[src/rtl/parity_stream_gen_check.sv]
// parity_stream_gen_check
//   Two independent one-entry valid/ready stages sharing a clock:
//   - generator: registers each accepted word together with its parity bit
//   - checker:   registers each accepted word together with a mismatch flag
//   Parity sense is even for ODD=0 and odd for ODD=1.
//   The sticky error flag and the optional error counter track checker
//   error events.
//   Optional feature macro: PARITY_ERR_CNT_EN adds the err_cnt port and a
//   saturating error counter of width CNT_W.
module parity_stream_gen_check #(
  parameter int unsigned DATA_W = 8,
  parameter bit          ODD    = 1'b0,
  parameter int unsigned CNT_W  = 16
) (
  input  logic              clk,
  input  logic              rst,
  input  logic              gen_valid,
  input  logic [DATA_W-1:0] gen_data,
  output logic              gen_ready,
  output logic              gen_out_valid,
  output logic [DATA_W-1:0] gen_out_data,
  output logic              gen_out_p,
  input  logic              gen_out_ready,
  input  logic              chk_valid,
  input  logic [DATA_W-1:0] chk_data,
  input  logic              chk_p,
  output logic              chk_ready,
  output logic              chk_out_valid,
  output logic [DATA_W-1:0] chk_out_data,
  output logic              chk_out_err,
  input  logic              chk_out_ready,
  input  logic              err_clr,
  output logic              err_sticky
`ifdef PARITY_ERR_CNT_EN
  ,
  output logic [CNT_W-1:0]  err_cnt
`endif
);

  // Reject meaningless widths at elaboration time.
  if (DATA_W < 1 || CNT_W < 1) begin : g_param_check
    $error("parity_stream_gen_check: DATA_W and CNT_W must be >= 1");
  end

  logic              gen_vld_q;
  logic [DATA_W-1:0] gen_dat_q;
  logic              gen_p_q;
  logic              chk_vld_q;
  logic [DATA_W-1:0] chk_dat_q;
  logic              chk_err_q;
  logic              sticky_q;
  logic              sticky_d;

  logic gen_acc;
  logic chk_acc;
  logic gen_par;
  logic chk_bad;
  logic err_evt;

  // Ready depends only on reset and the output side, never on input valid.
  always_comb begin
    gen_ready = !rst && (!gen_vld_q || gen_out_ready);
    chk_ready = !rst && (!chk_vld_q || chk_out_ready);
    gen_acc   = gen_valid && gen_ready;
    chk_acc   = chk_valid && chk_ready;
    gen_par   = (^gen_data) ^ ODD;
    chk_bad   = (^chk_data) ^ chk_p ^ ODD;
    err_evt   = chk_acc && chk_bad;
  end

  // Generator stage: load on accept, drop valid on a drain-only handshake.
  always_ff @(posedge clk) begin
    if (rst) begin
      gen_vld_q <= 1'b0;
      gen_dat_q <= '0;
      gen_p_q   <= 1'b0;
    end else if (gen_acc) begin
      gen_vld_q <= 1'b1;
      gen_dat_q <= gen_data;
      gen_p_q   <= gen_par;
    end else if (gen_vld_q && gen_out_ready) begin
      gen_vld_q <= 1'b0;
    end
  end

  // Checker stage: load on accept, drop valid on a drain-only handshake.
  always_ff @(posedge clk) begin
    if (rst) begin
      chk_vld_q <= 1'b0;
      chk_dat_q <= '0;
      chk_err_q <= 1'b0;
    end else if (chk_acc) begin
      chk_vld_q <= 1'b1;
      chk_dat_q <= chk_data;
      chk_err_q <= chk_bad;
    end else if (chk_vld_q && chk_out_ready) begin
      chk_vld_q <= 1'b0;
    end
  end

  // Sticky next state: an error event outranks a simultaneous clear.
  always_comb begin
    sticky_d = sticky_q;
    if (err_evt) begin
      sticky_d = 1'b1;
    end else if (err_clr) begin
      sticky_d = 1'b0;
    end
  end

  // Sticky error flag register.
  always_ff @(posedge clk) begin
    if (rst) begin
      sticky_q <= 1'b0;
    end else begin
      sticky_q <= sticky_d;
    end
  end

`ifdef PARITY_ERR_CNT_EN
  logic [CNT_W-1:0] cnt_q;
  logic [CNT_W-1:0] cnt_d;

  // Counter next state: clear (loading 1 if an error coincides), else
  // saturating increment.
  always_comb begin
    cnt_d = cnt_q;
    if (err_clr) begin
      cnt_d = err_evt ? CNT_W'(1) : '0;
    end else if (err_evt && (cnt_q != '1)) begin
      cnt_d = cnt_q + CNT_W'(1);
    end
  end

  // Error counter register.
  always_ff @(posedge clk) begin
    if (rst) begin
      cnt_q <= '0;
    end else begin
      cnt_q <= cnt_d;
    end
  end

  assign err_cnt = cnt_q;
`endif

  assign gen_out_valid = gen_vld_q;
  assign gen_out_data  = gen_dat_q;
  assign gen_out_p     = gen_p_q;
  assign chk_out_valid = chk_vld_q;
  assign chk_out_data  = chk_dat_q;
  assign chk_out_err   = chk_err_q;
  assign err_sticky    = sticky_q;

endmodule

[config.mk]
export PLATFORM = sky130hd
export DESIGN_NAME = parity_stream_gen_check
export DESIGN_NICKNAME = d
export VERILOG_FILES = /design/src/rtl/parity_stream_gen_check.sv
export SDC_FILE = /design/constraint.sdc
export NUM_CORES = 1
export LEC_CHECK = 0
export BUFFER_PORTS_ARGS = -buffer_cell sky130_fd_sc_hd__clkbuf_2
export CORE_MARGIN = 1
export CORE_UTILIZATION = 44
export CTS_CLUSTER_DIAMETER = 150
export DETAILED_ROUTE_END_ITERATION = 12
export GPL_TIMING_DRIVEN = 0
export HOLD_SLACK_MARGIN = 0.08
export PLACE_DENSITY = 0.78
export SYNTH_ARGS = -nofsm -noshare
export SYNTH_HDL_FRONTEND = slang
export SYNTH_SLANG_ARGS = --single-unit
[constraint.sdc]
create_clock -name clk -period 1.9 [get_ports clk]
set_input_delay 0.095 -clock clk [delete_from_list [all_inputs] [get_ports clk]]
set_output_delay 0.095 -clock clk [all_outputs]
set_load 0.05 [all_outputs]
=== Yosys cells after proc, flatten, opt, wreduce, memory -nomap -nowiden ===
Cells that the tools add are included.

* Register bits after elaboration: 21
* Bits in latches: 0
* Bits in writable memories: 0
* ROM bits: 0
* Output and inout port bits: 23
* Logic and storage cells: 31
* Memories kept: 0

* $add $sub $neg: 0
* $mul: 0
* Div/mod/pow operators: 0
* Magnitude comparators: 0
* Equal/unequal tests: 0
* Shift-type cells: 0
* Multiplexer cells: 6
* Bitwise gates (word level): 1
* Reductions and logical operators: 17

{| class="wikitable"
|+ Operators by type and width
! kind !! count
|-
| $reduce_xor 8->1 || 2
|-
| $logic_and 1x1->1 || 7
|-
| $mux 1 || 6
|-
| $reduce_bool 2->1 || 3
|-
| $logic_not 1->1 || 3
|-
| $logic_or 1x1->1 || 2
|-
| $xor 1x1->1 || 1
|}

=== Logic depth before layout (Yosys ltp) ===
Gate-level depths: netlist of run 1.

* Depth in word-level cells: 6
* Mapped depth: 6
* Gate-level depth less buffers: 4

=== Worst setup path after synthesis of run 1 ===
Ideal clock, no wire load.

* Path kind: flip-flop to flip-flop
* From: register gen_vld_q, in the netlist gen_out_valid
* To: register gen_dat_q[2], in the netlist gen_out_data[2]
* Arrival time: 1,616 ps
* Path slack: 158 ps
* Cell stages (with the launch flop): 7
* Buffers on the path: 2
* Clock period less this slack: 1,742 ps
* Cell sequence: dfxtp_1 nor2b_1 or3b_2 clkbuf_1 clkbuf_1 nand3_1 o21ai_0

* Longest elaborated chain between the ends: 4

{| class="wikitable"
|+ RTL lines
! item !! RTL line !! source
|-
| start, declared || 45 || <nowiki>logic gen_vld_q;</nowiki>
|-
| start signal, assigned || 74 || <nowiki>gen_vld_q <= 1'b0;</nowiki>
|-
| start signal, assigned || 78 || <nowiki>gen_vld_q <= 1'b1;</nowiki>
|-
| start signal, assigned || 82 || <nowiki>gen_vld_q <= 1'b0;</nowiki>
|-
| $logic_not 1->1 || 62 || <nowiki>gen_ready = !rst && (!gen_vld_q || gen_out_ready);</nowiki>
|-
| $logic_or 1x1->1 || 62 ||
|-
| $logic_and 1x1->1 || 62 ||
|-
| $logic_and 1x1->1 || 64 || <nowiki>gen_acc = gen_valid && gen_ready;</nowiki>
|-
| end signal, assigned || 79 || <nowiki>gen_dat_q <= gen_data;</nowiki>
|-
| end, declared || 46 || <nowiki>logic [DATA_W-1:0] gen_dat_q;</nowiki>
|}

Every way passes these cells.
A chain may end at the register's enable or synchronous reset.

=== Worst setup path after layout of run 1 ===
* From: register gen_vld_q, in the netlist gen_out_valid
* To: register gen_vld_q, in the netlist gen_out_valid

* Longest elaborated chain between the ends: 5
* Elaborated cells on any way between the ends: 7
* Those cells by class: mux: 1; reduce/logical: 6

{| class="wikitable"
|+ RTL lines
! item !! RTL line
|-
| $logic_not 1->1 || 62
|-
| $logic_or 1x1->1 || 62
|-
| $logic_and 1x1->1 || 62
|-
| $logic_and 1x1->1 || 64
|-
| $mux 1 / $reduce_bool 2->1 (equally long branches) || -
|}

Several ways; a longest one is shown, not always the timed one.

==> run summary, run 1 <==
outcome - complete, no violations
Final Max Slew Viols - 0
Worst Setup Path Type - reg2reg
number of diodes - 0
most common cell after layout, fill and taps aside - clkbuf_2
CTS tree - built
Pre-antenna DRT Iters - 4
WL final - 2196 µm
share of post-route cells with drive strength above 1 - 31.84%
Sum Neg Setup Slack - 0 ns
largest net degree at the start of global routing - 12
DP Cell Count - 179
leading area contributor after synthesis - dfxtp_1
Routed Antenna Nets - 0
drt initial violations - 14
Least-Margin Pin Slew - 0.4314 ns
port bufs - 45
Layout Cells excl Fill - 206
I/O Pins - 47
Crit Path Max Fanout - 3
post-synthesis cell count - 107
critical path arrival - 2.00 ns
Clock Tree Buf Depth - 2
worst slack at placement - 0.2317 ns
All-Layer GR Usage - 20.91%
pwr/cell area - 740.3 nW/µm²
Die H - 47.91 µm
post-synthesis sequential area ratio - 45.34%
final setup vio count - 0
Starting Density - 47.26%
most frequent cells in the layout - clkbuf_2, dlygate4sd3_1, dfxtp_1
die area - 2295 µm²
clk_lat worst skew - 0.30 ns
WL per Instance - 10.66 µm
kind of start point of the critical path - flip-flop
Max Cap Viol - 0
post-CTS setup buffers - 0
post-synthesis cell type count - 21
crit share post-route - 94.59%
clock skew - 0.005020 ns
core region area - 1962 µm²
CTS Buf Count - 3
DRC violations left - 0
Worst-path clk slew - 0.11 ns
via count - 951
Worst slew margin - 71.24%
vias per cell - 4.617
clk sinks - 21
yosys warns - 0
vias in the first global route - 861
RSZ-0062 raised after global routing - no
FF+latch count, synth - 21
worst path required time - 2.10 ns
Synth top area share - 45.34%
Rows - 16
Hold Vio Cnt, Final - 0
Final nets - 204
Mapped Avg Cell Area - 8.665 µm²
post-detail-place hpwl - 1447 µm
Layout area overhead - 56.41%
endpoint type of the worst setup path - flip-flop
Final Power - 1073 µW
global placer's final weighted congestion - 0.6737
Final Critical Period - 1.797 ns
Max VDD drop - 0.5360 mV
first-pass GRT wire length - 3291 µm
cell area after synthesis - 927.1 µm²
GRT Residual Overflow - 0
Die X-Extent - 47.91 µm
Syn Nets - 131
worst min path class - in2reg
antenna violations before repair - 0
Leakage - 0.0007156 µW
Synth area leaders - dfxtp_1, nand3_1, o21ai_0
Max Clk Rate - 556.4 MHz
Final WS setup - 0.1028 ns
final design utilization - 73.92%
Clock Root Buffer - clkbuf_4
H-tree depth - 1
[metrics by stage]
stage               cell area, µm²  hold slack [ns]
finish                        1450           0.3879
global placement              1186           0.3198
CTS                           1443           0.3445
detailed placement            1186           0.3311
floorplan                    927.1           0.2157
global route                  1450           0.3902
[final timing paths]
path	start	to	slack, ns	cells past startpoint
worst min register to register	gen_out_p	gen_out_p	0.48	2
worst max register to register	gen_out_valid	gen_out_valid	0.10	5
worst min-delay path	chk_out_ready	chk_out_data[1]	0.39	5
worst max-delay path	gen_out_valid	gen_out_valid	0.10	5
[worst max-delay path, cell delays in order, from the launching register on]
cell	delay, ns
dfxtp_1	0.32
nor2b_2	0.16
nor2_1	0.07
dlygate4sd3_1	0.55
nor2_1	0.04
dlygate4sd3_1	0.56
[sequential cells by signal, indices dropped and copies added (netlist names)]
signal         cells
gen_out_p          1
chk_out_data       8
gen_out_data       8
gen_out_valid      1
chk_out_err        1
err_sticky         1
chk_out_valid      1
[cell usage after synthesis]
master	number
inv_1	16
o21ai_0	17
and2b_2	1
xnor3_1	1
clkinv_1	1
buf_2	1
nor2_1	6
or4b_1	1
nand2_1	1
mux2_4	1
nand2b_1	2
nor2b_1	1
clkbuf_1	4
dfxtp_1	21
or3b_2	1
xnor2_1	9
nand4_1	1
a21oi_2	2
nand3_1	18
xnor3_4	1
xor2_1	1
[area by class of cell]
cell class	count	area, µm²
Buffer	5	20.02
Clock buffer	4	26.28
Fill cell	163	511.7
Inverter	17	63.81
Multi-Input combinational cell	64	430.4
Sequential cell	21	420.4
Tap cell	27	33.78
Timing Repair Buffer	68	455.4
[logic make-up (layout without fill, tap and decap cells)]
| logic type | after synthesis | in the layout | synth area share (%) |
|---|---|---|---|
| DFF | 21 | 21 | 45.34 |
| muxes | 1 | 1 | 1.619 |
| xor gates and xnor gates | 12 | 12 | 14.71 |
| buffers and inverters | 22 | 94 | 9.041 |
| and+or+nand+nor | 32 | 32 | 18.22 |
| AOI/OAI and AO/OA | 19 | 19 | 11.07 |
[layer usage]
layer  track usage, %  share of wire, %  up-vias
met1            21.10                40      431
met4            11.11               2.0        0
li1                 -                 -      490
met5                0                 0        -
met3            3.396               2.9        4
met2            40.27                55       26
[report_power, final]
group	switching (µW)	total, µW	internal (µW)
clock	129	210	81.8
combinational	228	369	141
sequential	18.1	494	476
total	375	1070	699
[what timing repair did]
| item | CTS | global route |
|---|---|---|
| resized for setup | 0 | 2 |
| hold endpoints to repair | 20 | 0 |
| hold buffers | 23 | 0 |
| setup endpoints to repair | 0 | 2 |
(Power assumes the default switching activity.)
==> run 2, diff against run 1 <==
PLACE_DENSITY = not set   (was 0.78)
PLACE_DENSITY_LB_ADDON = 0.1   (was not set)
==> run summary, run 2 (synthesis gave the netlist of run 1 again) <==
Worst-path clk slew - 0.12 ns
antenna violations before repair - 0
Final Critical Period - 1.792 ns
Final Max Slew Viols - 0
clock skew - 0.002256 ns
pwr/cell area - 749.2 nW/µm²
Routed Antenna Nets - 0
All-Layer GR Usage - 18.96%
GRT Residual Overflow - 0
Leakage - 0.0007140 µW
final setup vio count - 0
Hold Vio Cnt, Final - 0
share of post-route cells with drive strength above 1 - 32.58%
Least-Margin Pin Slew - 0.4505 ns
Max VDD drop - 0.4688 mV
crit share post-route - 94.30%
CP peak stage delay - 0.55 ns
CTS tree - built
WL per Instance - 10.28 µm
most frequent cells in the layout - clkbuf_2, dlygate4sd3_1, dfxtp_1
vias per cell - 4.551
most common cell after layout, fill and taps aside - clkbuf_2
Starting Density - 47.26%
H-tree depth - 1
CP Cell Sequence - nor2b_2 > nor2_1 > dlygate4sd3_1 > nor2_1 > dlygate4sd3_1
Clock Tree Buf Depth - 2
register area - 420.4 µm²
kind of start point of the critical path - flip-flop
post-route cell area - 1438 µm²
Pre-antenna DRT Iters - 4
vias in the first global route - 773
Worst slew margin - 69.97%
global placer's final weighted congestion - 0.6669
Max Cap Viol - 0
WL final - 2107 µm
Worst path slowest cell - dlygate4sd3_1
placed cell area - 1186 µm²
Die H - 47.91 µm
port bufs - 45
first-pass GRT wire length - 3022 µm
via count - 933
endpoint type of the worst setup path - flip-flop
core region area - 1962 µm²
fill count - 172
Rows - 16
Clock Root Buffer - clkbuf_4
clk_lat worst skew - 0.30 ns
post-detail-place hpwl - 1454 µm
Layout area overhead - 55.06%
Max Clk Rate - 558.2 MHz
Worst Setup Path Type - reg2reg
DRC violations left - 0
Top delay family on crit path - buffers and inverters
CTS Buf Count - 3
multi-input logic area - 425.4 µm²
Final nets - 203
RSZ-0062 raised after global routing - no
clk sinks - 21
final design utilization - 73.28%
drt initial violations - 7
Crit Path Max Fanout - 3
WP buf/inv - 2
die area - 2295 µm²
Die X-Extent - 47.91 µm
outcome - complete, no violations
number of diodes - 0
I/O Pins - 47
Sum Neg Setup Slack - 0 ns
worst min path class - in2reg
post-CTS setup buffers - 0
worst path required time - 2.10 ns
critical path arrival - 2.00 ns
largest net degree at the start of global routing - 13
==> run 2: cell types whose count changed in the layout (fill, tap and decap cells not counted), sizes merged <==
cell / delta
clkbuf: -1
clkinv: +1
dlygate4sd3: -1
==> run 2: layout make-up <==
type / count / share of cell area, %
Timing Repair Buffer: 67 / 30.98
Multi-Input combinational cell: 64 / 29.59
Sequential cell: 21 / 29.24
Inverter: 17 / 4.439
Tap cell: 27 / 2.350
Clock buffer: 3 / 1.567
Buffer: 5 / 1.480
Clock inverter: 1 / 0.3481
==> run 2: final timing paths <==
| check | from | end | cells after the start | slack (ns) |
|---|---|---|---|---|
| max | gen_out_valid | gen_out_valid | 5 | 0.11 |
| min | chk_out_ready | chk_out_valid | 4 | 0.23 |
| max reg2reg | gen_out_valid | gen_out_valid | 5 | 0.11 |
| min reg2reg | gen_out_p | gen_out_p | 2 | 0.48 |
==> run 2: where the power goes <==
group	internal, µW	leakage, µW	total [µW]	switching (µW)
registers	476	0.000173	493	17.1
clock network	78.5	0.0000177	217	138
logic	139	0.000523	367	228
==> run 2: stage by stage <==
stage / setup slack, ns / total power [µW] / hold slack (ns) / cells
CTS: 0.08236 / 1086 / 0.2325 / 205
global route: 0.006614 / 1131 / 0.2365 / 205
floorplan: 0.1585 / 749.7 / 0.2157 / 107
finish: 0.1084 / 1077 / 0.2331 / 205
global placement: 0.2622 / 828.4 / 0.3216 / 179
detailed placement: 0.2253 / 834.1 / 0.3396 / 179
==> run 2: worst min-delay path, cell delays in order <==
cell and delay [ns]:
clkbuf_2 0.09, and2b_2 0.22, nor2_1 0.04, nor2_1 0.07
==> run 2: timing repair <==
item | in CTS | in global routing
endpoints found under the setup margin | 0 | 3
resized for setup | 0 | 3
endpoints found under the hold margin | 20 | 0
hold buffers | 22 | 0
==> run 2: metal layers <==
layer  routed length [µm]  vias up  global-route usage, %
li1                     -      489                      -
met1                  923      412                  21.30
met2                 1065       28                  34.59
met3                   93        4                  3.396
met4                   24        0                  8.333
met5                    0        -                      0
==> run 3, diff against run 2 <==
RECOVER_POWER = 100   (was not set)
==> run summary, run 3 (synthesis gave the netlist of run 1 again) <==
critical path arrival - 1.99 ns
post-CTS setup buffers - 0
Final nets - 203
Most Crowded Layer GR - met2
Clock Tree Buf Depth - 2
drt initial violations - 6
largest net degree at the start of global routing - 13
Final Max Slew Viols - 0
Crit Path Max Fanout - 3
Leakage - 0.0006358 µW
Worst-path clk slew - 0.12 ns
port bufs - 45
WL final - 2129 µm
met3 Use GR - 3.396%
Die H - 47.91 µm
Starting Density - 47.26%
DP Cell Count - 179
All-Layer GR Usage - 18.96%
final setup vio count - 0
Max Clk Rate - 559.4 MHz
reg-to-reg endpoint - gen_out_valid
Worst Hold Path EP - chk_out_valid
Pre-antenna DRT Iters - 4
outcome - complete, no violations
Max VDD drop - 0.4640 mV
clock skew - 0.001773 ns
crit path from - gen_out_valid
RSZ-0062 raised after global routing - no
Sum Neg Setup Slack - 0 ns
Worst Setup Path Type - reg2reg
Reg2Reg Setup Slack - 0.11 ns
Comb pwr share - 33.5%
clk_lat worst skew - 0.30 ns
worst min path class - in2reg
Min-Delay Path Depth - 4
most common cell after layout, fill and taps aside - clkbuf_1
I/O Pins - 47
CTS Buf Count - 3
most frequent cells in the layout - clkbuf_1, clkbuf_2, dlygate4sd3_1
Hold Vio Cnt, Final - 0
Layout area overhead - 51.42%
R2R depth - 5
Die X-Extent - 47.91 µm
Sw Ratio - 35.86%
clock network power share - 20.2%
Rows - 16
first-pass GRT wire length - 3022 µm
GRT Residual Overflow - 0
pwr/cell area - 758.7 nW/µm²
DRC violations left - 0
die area - 2295 µm²
share of post-route cells with drive strength above 1 - 18.54%
Flop pwr share - 46.3%
core region area - 1962 µm²
Worst slew margin - 59.60%
Sw Pwr - 381.9 µW
global placer's final weighted congestion - 0.6669
via count - 937
Least-Margin Pin Slew - 0.6086 ns
Routed Antenna Nets - 0
number of diodes - 0
H-tree depth - 1
worst path required time - 2.10 ns
vias in the first global route - 773
WL per Instance - 10.39 µm
Max Cap Viol - 0
CTS tree - built
crit share post-route - 94.09%
endpoint type of the worst setup path - flip-flop
Final Critical Period - 1.788 ns
Clock Root Buffer - clkbuf_4
post-detail-place hpwl - 1454 µm
met2 Usage GRT - 34.59%
critical register-to-register path startpoint - gen_out_valid
GR Util met1 - 21.30%
Hold Crit Start - chk_out_ready
vias per cell - 4.571
antenna violations before repair - 0
Layout Cells excl Fill - 205
Final Power - 1065 µW
clk sinks - 21
Internal - 683.2 µW
kind of start point of the critical path - flip-flop
-- run 3: changes by cell type in the layout (fill, tap and decap cells not counted), sizes merged --
| cell | delta |
|---|---|
| clkbuf | +1 |
| buf | -1 |
-- run 3: what timing repair did --
item                       CTS  global route
gates resized for setup      0             3
setup endpoints to repair    0             3
hold buffers                22             0
hold endpoints to repair    20             0
-- run 3: area by class of cell --
class	instances	area (µm²)
clock inverters	1	5.005
clock buffers	3	22.52
multi-input cells	64	421.7
repair buffers	67	415.4
inverters	17	63.81
plain buffers	5	21.27
flip-flops and latches	21	420.4
fillers	183	558.0
well taps	27	33.78
-- run 3: worst max-delay path by stage --
stage               slack (ns)         endpoint
finish                    0.11    gen_out_valid
global route             0.007    gen_out_valid
CTS                       0.08    gen_out_valid
detailed placement        0.23  gen_out_data[2]
global placement          0.26  gen_out_data[2]
floorplan                 0.16  gen_out_data[2]
-- run 3: critical path: stages, from the launching register on --
cell and delay, ns:
dfxtp_1 0.33, nor2b_2 0.16, nor2_1 0.07, dlygate4sd3_1 0.55, nor2_1 0.04, dlygate4sd3_1 0.55
-- run 3: metal layers --
metal / wire (µm) / share of wire, % / vias up
met2: 1074 / 50 / 26
met3: 95 / 4.5 / 2
met4: 15 / 0.70 / 0
li1: - / - / 489
met1: 943 / 44 / 420
met5: 0 / 0 / -
-- run 3: power groups by stage --
stage	logic [µW]	clock network (µW)	registers, µW
floorplan	122	0	628
global placement	327	0	502
detailed placement	331	0	503
CTS	368	225	493
global route	380	241	499
finish	356	216	493
-- run 3: metrics by stage --
step / hold WS, ns / instance area [µm²] / worst slack, ns / utilization (%)
floorplan: 0.2157 / 927.1 / 0.1585 / -
global placement: 0.3216 / 1186 / 0.2622 / 60.46
detailed placement: 0.3396 / 1186 / 0.2253 / 60.46
CTS: 0.2325 / 1434 / 0.08236 / 73.09
global route: 0.2365 / 1404 / 0.006934 / 71.56
finish: 0.2348 / 1404 / 0.1123 / 71.56
